`src/rtl/handshake_fifo.sv`:
```
// Synchronous valid/ready FIFO with occupancy count and almost-full flag.
// Storage is a small register array; pointers wrap modulo DEPTH (power of two).
module handshake_fifo #(
  parameter int unsigned DWIDTH   = 8,
  parameter int unsigned DEPTH    = 4,
  parameter int unsigned AFULL_TH = DEPTH - 1
) (
  input  logic                     clk,
  input  logic                     rst,
  input  logic                     in_valid,
  input  logic [DWIDTH-1:0]        in_data,
  output logic                     in_ready,
  output logic                     out_valid,
  output logic [DWIDTH-1:0]        out_data,
  input  logic                     out_ready,
  output logic [$clog2(DEPTH):0]   count,
  output logic                     almost_full
);

  localparam int unsigned PW = $clog2(DEPTH);
  localparam int unsigned CW = PW + 1;

  logic [PW-1:0]     wr_ptr_q, wr_ptr_d;
  logic [PW-1:0]     rd_ptr_q, rd_ptr_d;
  logic [CW-1:0]     count_q, count_d;
  logic              out_valid_q, out_valid_d;
  logic              almost_full_q, almost_full_d;
  logic [DWIDTH-1:0] mem_q [DEPTH];
  logic              push_c;
  logic              pop_c;

  // Accept whenever not full; independent of out_ready so a full FIFO never passes through.
  assign in_ready = (count_q != CW'(DEPTH)) && !rst;

  // Next-state for pointers, occupancy and the state-derived flags.
  always_comb begin
    push_c        = in_valid && in_ready;
    pop_c         = out_valid_q && out_ready && !rst;
    wr_ptr_d      = wr_ptr_q;
    rd_ptr_d      = rd_ptr_q;
    count_d       = count_q;
    if (push_c) begin
      wr_ptr_d = wr_ptr_q + PW'(1);
    end
    if (pop_c) begin
      rd_ptr_d = rd_ptr_q + PW'(1);
    end
    case ({push_c, pop_c})
      2'b10:   count_d = count_q + CW'(1);
      2'b01:   count_d = count_q - CW'(1);
      default: count_d = count_q;
    endcase
    out_valid_d   = (count_d != '0);
    almost_full_d = (count_d >= CW'(AFULL_TH));
  end

  // Control state register with synchronous reset.
  always_ff @(posedge clk) begin
    if (rst) begin
      wr_ptr_q      <= '0;
      rd_ptr_q      <= '0;
      count_q       <= '0;
      out_valid_q   <= 1'b0;
      almost_full_q <= (AFULL_TH == 0);
    end else begin
      wr_ptr_q      <= wr_ptr_d;
      rd_ptr_q      <= rd_ptr_d;
      count_q       <= count_d;
      out_valid_q   <= out_valid_d;
      almost_full_q <= almost_full_d;
    end
  end

  // Storage array; not reset, contents are only visible while out_valid is high.
  always_ff @(posedge clk) begin
    if (push_c) begin
      mem_q[wr_ptr_q] <= in_data;
    end
  end

  assign out_valid   = out_valid_q;
  assign out_data    = mem_q[rd_ptr_q];
  assign count       = count_q;
  assign almost_full = almost_full_q;

endmodule

```
`config.mk`:
```
export PLATFORM = sky130hd
export DESIGN_NAME = handshake_fifo
export DESIGN_NICKNAME = d
export VERILOG_FILES = /design/src/rtl/handshake_fifo.sv
export SDC_FILE = /design/constraint.sdc
export NUM_CORES = 1
export LEC_CHECK = 0
export ABC_AREA = 1
export CAP_MARGIN = 10
export CELL_PAD_IN_SITES_DETAIL_PLACEMENT = 1
export CELL_PAD_IN_SITES_GLOBAL_PLACEMENT = 1
export CORE_ASPECT_RATIO = 0.9
export CORE_UTILIZATION = 42
export DETAILED_ROUTE_END_ITERATION = 6
export GPL_TIMING_DRIVEN = 0
export PLACE_DENSITY_LB_ADDON = 0.1
export SLEW_MARGIN = 20
export SYNTH_ARGS = -nofsm -noshare
export SYNTH_HDL_FRONTEND = slang
export SYNTH_SLANG_ARGS = --single-unit
```
`constraint.sdc`:
```
create_clock -name clk -period 1.9 [get_ports clk]
set_input_delay 0.38 -clock clk [delete_from_list [all_inputs] [get_ports clk]]
set_output_delay 0.38 -clock clk [all_outputs]
set_load 0.01 [all_outputs]
```
==> flow_summary.ini, run 1 <==
[critical_path]
cp_cell_sequence = inv_4, buf_8, nor2_1, o22ai_1, dlygate4sd2_1
crit_fanout = 10
cp.required_ns = 1.52
slowest_stage = dfxtp_4
cp.buffers_inverters = 3
max_stage_delay_ns = 0.39
cp.arrival_ns = 1.44
crit_type = reg -> out
cpLargestDelayFamily = buffers and inverters
crit_path_end_kind = primary output
crit_path_start_kind = flop

[power_and_ir_drop]
p_comb_share_pct = 14.4
power.total_uw = 2080
power.share.sequential_pct = 52.1
power_frac_clock_pct = 33.5
p_leak_uw = 0.000858
netSwitchingPower_uw = 501
switching_share_pct = 24.1
p_int_uw = 1580
power_density_mw_per_mm2 = 925
ir_drop_mv = 0.487

[detailed_routing]
viasPerCell = 5.16
wl_per_cell_um = 16.0
ant_nets = 0
drt-pass1-iter-count = 4
first_iter_violations = 59
wl_mm = 3.71
vias = 1196
drcViolationCount = 0

[global_route]
grt_pass1_vias = 1283
grt-ovfl-total = 0
grt_max_degree = 15
antenna_found_initial = 0
grt_pass1_wl_mm = 6.04
grt_usage_pct = 18.4

[clock_network]
clk_latency_ns = 0.29
cts.path.max_buffers = 2
tritoncts = done
hold_buffers = 0
root_buffer = clkbuf_8
clkTransAtPathRegs_ns = 0.08
numClockSinks = 43
cts_made_buffers = 5
h-tree-depth = 2

[finish]
syn_to_final_growth_pct = 28.6
post-route-cell-area_mm2 = 0.00225
fin_nets = 203
num_antenna_cells = 0
final_util_pct = 58.3
layout_commonest_cell = edfxtp_1
fillCellCount = 412
drive_above_1_share_pct = 21.0
layout_common_cells = 32 x edfxtp_1, 20 x nor2_1, 14 x nand2_1, 14 x clkdlybuf4s50_1, 13 x o21ai_0

[placed_design]
gp_congestion = 0.704
io_buffer_count = 25
place_ws_ns = -0.631
place_area_mm2 = 0.00206
hpwl_mm = 2.52

[floorplanning]
rows = 21
fp.dieArea_mm2 = 0.00443
initial_core_util_pct = 45.4
die_w_um = 70.1
coreArea_mm2 = 0.00386
die_h_um = 63.3
io_pins = 26

[run_status]
status = finished clean

[flow_run]
max_cap_viol_count = 0

[sta]
fin_hold_ws_ns = 0.377
fin_crit_sh_pct = 95.6
fmaxAchievable_mhz = 551
fin_crit_ns = 1.82
slew_violations = 0
relSlewSlack_pct = 49.6
tightest_slew_ns = 0.754
setup_violations = 0
fin_worst_skew_ns = 0.00594
hold_viol = 0
fin_ws_ns = 0.0840

[synth]
yosysSeqAreaShare_pct = 67.4
yosysWarnings = 0
netlist_instances = 149
netlist_area_mm2 = 0.00175
synth_nets = 167
post_synth.cell_area_avg_um2 = 11.8
synth_cell_type_count = 20
synth_seq_cells = 43

[worst_hold_path]
hp-class = in -> reg
## layout make-up
type                    instances  area, um2  share of cell area [%]
clock inverters                 3       43.8                    1.94
multi-input cells              86        522                    23.2
clock buffers                   5       68.8                    3.06
flip-flops and latches         43       1190                    52.9
inverters                      18       75.1                    3.33
repair buffers                 29        267                    11.8
well taps                      46       57.6                    2.56
plain buffers                   2       26.3                    1.17
## metrics by stage
stage,cells,TNS (ns)
final,232,0
after global routing,232,-0.000438
after CTS,231,0
after detailed placement,220,-14.76
after global placement,220,-13.10
after floorplan,149,0
## power by group through the flow
stage,Combinational [uW],Clock (uW),Sequential [uW]
2_1_floorplan,141,0,1100
3_3_place_gp,284,0,1100
3_5_place_dp,292,0,1100
4_1_cts,294,713,1080
5_1_grt,332,743,1090
6_report,300,698,1090
## registers in the layout (all words and copies together), names as in the netlist, named ones only
register	count
wr_ptr_q	2
out_valid	1
almost_full	1
count	3
rd_ptr_q	2
mem_q	32
## metal layers
metal	vias up	GRT usage [%]	part of all wire [%]
met2	23	34.9	55
met1	576	18.9	39
li1	589	-	-
met5	-	0	0
met3	8	4.80	3.3
met4	0	7.75	2.3
## worst paths after layout
path	startpoint	end	slack (ns)	cells after the start
max	flop	out_data[2]	0.08	5
min	rst	count[1]	0.38	2
max reg2reg	count[1]	out_valid	0.14	11
min reg2reg	rd_ptr_q[1]	flop	0.51	2
## timing repair
action	4_1_cts	5_1_grt
hold endpoints to repair	0	0
gates cloned	0	0
gates resized for setup	22	14
setup buffers	3	1
pin swaps	1	8
endpoints found under the setup margin	45	7
## cell families after synthesis
family	Yosys count	share of synthesized area [%]
fa+ha+maj	6	4.71
simple gates	50	13.1
buf+inv	20	5.14
flops	43	67.4
compound gates	30	9.64
## synthesized netlist by cell type (all sizes together)
cell type | n | area share, %
dfxtp | 11 | 13
a31oi | 1 | 0.36
buf | 2 | 1.3
inv | 18 | 3.9
edfxtp | 32 | 55
o21ai | 18 | 5.6
nor2 | 25 | 5.8
nand2 | 15 | 3.2
nand3 | 7 | 3.0
nand4 | 3 | 1.1
fa | 1 | 1.1
o22ai | 8 | 2.9
a21oi | 3 | 0.86
ha | 5 | 3.6
Note: power is estimated with default switching activity, not from simulation.
==> run 2, diff against run 1 <==
--- a/config.mk
+++ b/config.mk
@@ -10,10 +10,12 @@
 export CELL_PAD_IN_SITES_DETAIL_PLACEMENT = 1
 export CELL_PAD_IN_SITES_GLOBAL_PLACEMENT = 1
 export CORE_ASPECT_RATIO = 0.9
-export CORE_UTILIZATION = 42
+export CORE_MARGIN = 8
+export CORE_UTILIZATION = 41
 export DETAILED_ROUTE_END_ITERATION = 6
 export GPL_TIMING_DRIVEN = 0
 export PLACE_DENSITY_LB_ADDON = 0.1
+export RECOVER_POWER = 50
 export SLEW_MARGIN = 20
 export SYNTH_ARGS = -nofsm -noshare
 export SYNTH_HDL_FRONTEND = slang
==> run 2 against run 1 <==
Against the previous run: fmax is 1.7% lower; sequential power hardly changed; flip-flop and latch count stayed put; utilization is 4.3 points lower; critical path depth is 2 lower; first-iteration DRC count is 3.4% lower; setup slack worse by 0.031 ns; clock power is 21% lower; clock skew is 0.00088 ns higher; largest cell class unchanged; cell area is 1.7% lower; wire length is 4.5% higher; via count stayed put.
==> flow_summary.ini, run 2 (synthesized netlist as in run 1, its figures left out) <==
[run_status]
status = finished clean

[sta]
rsz0062_at_grt = yes
tightest_slew_ns = 0.819
slew_violations = 0
setup_violations = 0
hold_viol = 0
fmaxAchievable_mhz = 541
fin_worst_skew_ns = 0.00682
setup_tns_ns = 0
fin_crit_ns = 1.85
relSlewSlack_pct = 45.2
fin_crit_sh_pct = 97.2

[clock_network]
cts.path.max_buffers = 2
numClockSinks = 43
tritoncts = done
root_buffer = clkbuf_8
clk_latency_ns = 0.29
clkTransAtPathRegs_ns = 0.08
h-tree-depth = 2
cts_made_buffers = 5

[placed_design]
gp_congestion = 0.792
hpwl_mm = 2.74
io_buffer_count = 25

[critical_path]
crit_path_start_kind = flop
cp.arrival_ns = 1.47
crit_fanout = 4
crit_path_end_kind = primary output
max_stage_delay_ns = 0.56
crit_type = reg -> out
r2r_cells = 11
timing.rr.start = count[0]
cp.required_ns = 1.52
reg2reg_to = out_valid
slowest_stage = clkdlybuf4s50_1
reg2reg_slack_ns = 0.09
cp_cell_sequence = inv_4, a31oi_1, clkdlybuf4s50_1

[power_and_ir_drop]
power.total_uw = 1940
power_density_mw_per_mm2 = 877
power_frac_clock_pct = 28.2
power.share.sequential_pct = 55.9
netSwitchingPower_uw = 492
ir_drop_mv = 0.415
p_comb_share_pct = 15.8
p_int_uw = 1450
p_leak_uw = 0.000844
switching_share_pct = 25.3

[global_route]
grt_pass1_wl_mm = 6.18
grt_max_degree = 13
grt_pass1_vias = 1290
antenna_found_initial = 0
grt_usage_pct = 12.2
grt-ovfl-total = 0

[floorplanning]
io_pins = 26
die_h_um = 78.0
rows = 22
initial_core_util_pct = 42.7
coreArea_mm2 = 0.00410
die_w_um = 84.9
fp.dieArea_mm2 = 0.00662

[finish]
top_register = mem_q
layout_commonest_cell = edfxtp_1
largest_reg_flops = 32
syn_to_final_growth_pct = 26.4
layout_common_cells = 32 x edfxtp_1, 21 x nor2_1, 14 x nand2_1, 13 x inv_1, 13 x o21ai_0
num_antenna_cells = 0
fin_nets = 205
drive_above_1_share_pct = 22.3

[detailed_routing]
met2WireLength_mm = 1.99
top_layer = met4
dr_wl_met3_um = 145
m1WireLength_mm = 1.69
drcViolationCount = 0
first_iter_violations = 57
wl_per_cell_um = 16.4
ant_nets = 0
viasPerCell = 5.07
wl_mm = 3.88
vias = 1196
drt-pass1-iter-count = 4

[flow_run]
max_cap_viol_count = 0

[worst_hold_path]
min_from = rst
hp-class = in -> reg
min_path_cells = 2
whs_endpoint = count[0]
[run 2: cell types whose count changed in the layout (fill, tap and decap cells not counted), moves of 2 or more]
cell / delta
clkbuf_1: +2
clkbuf_2: +6
clkdlybuf4s50_1: -8
dlygate4sd2_1: -5
dlygate4sd3_1: +8
[run 2: per-stage QoR]
stage / std cells / hold WS, ns / util, % / setup slack (ns) / area, um2
4_1_cts: 233 / 0.485 / 53.5 / 0.00402 / 2190
5_1_grt: 236 / 0.428 / 54.0 / -0.0109 / 2210
3_3_place_gp: 222 / 0.450 / 50.3 / -0.526 / 2060
2_1_floorplan: 149 / 0.433 / - / 0.105 / 1750
6_report: 236 / 0.424 / 54.0 / 0.0527 / 2210
3_5_place_dp: 222 / 0.470 / 50.3 / -0.609 / 2060
[run 2: cell type report]
cell class	instances	area [um2]
Buffer	2	26.3
Clock inverter	1	5.00
Multi-Input combinational cell	86	514
Fill cell	442	1890
Clock buffer	7	76.3
Timing Repair Buffer	31	268
Tap cell	48	60.1
Inverter	18	72.6
Sequential cell	43	1190
[run 2: what timing repair did]
| item | CTS | global route |
|---|---|---|
| setup endpoints to repair | 45 | 39 |
| pin swaps | 4 | 1 |
| hold buffers | 0 | 0 |
| cloned | 0 | 0 |
| buffers inserted | 3 | 3 |
| resized for setup | 24 | 20 |
[run 2: worst max-delay path: cells and delay by family (launching register included)]
| kind | cells | cell delay [ns] |
|---|---|---|
| buffers and inverters | 2 | 0.61 |
| AO/OA/AOI/OAI | 1 | 0.18 |
| flip-flops | 1 | 0.38 |
[run 2: routing by layer]
metal  up-vias  GRT usage (%)
li1        599              -
met1       575           13.8
met2        17           21.1
met3         5           3.54
met4         0           5.33
met5         -              0
[run 2: how the worst max path moves through the flow]
stage	from	endpoint	cells after the start
final	count[0]	in_ready	3
after global routing	count[0]	almost_full	11
after CTS	flop	out_data[1]	5
after detailed placement	rst	out_valid	11
after global placement	rst	almost_full	11
after floorplan	count[1]	almost_full	11
[run 2: power groups by stage]
stage | logic, uW | clock network [uW] | registers [uW]
global route | 341 | 592 | 1090
floorplan | 141 | 0 | 1100
CTS | 306 | 568 | 1080
detailed placement | 299 | 0 | 1100
finish | 308 | 549 | 1090
global placement | 286 | 0 | 1100
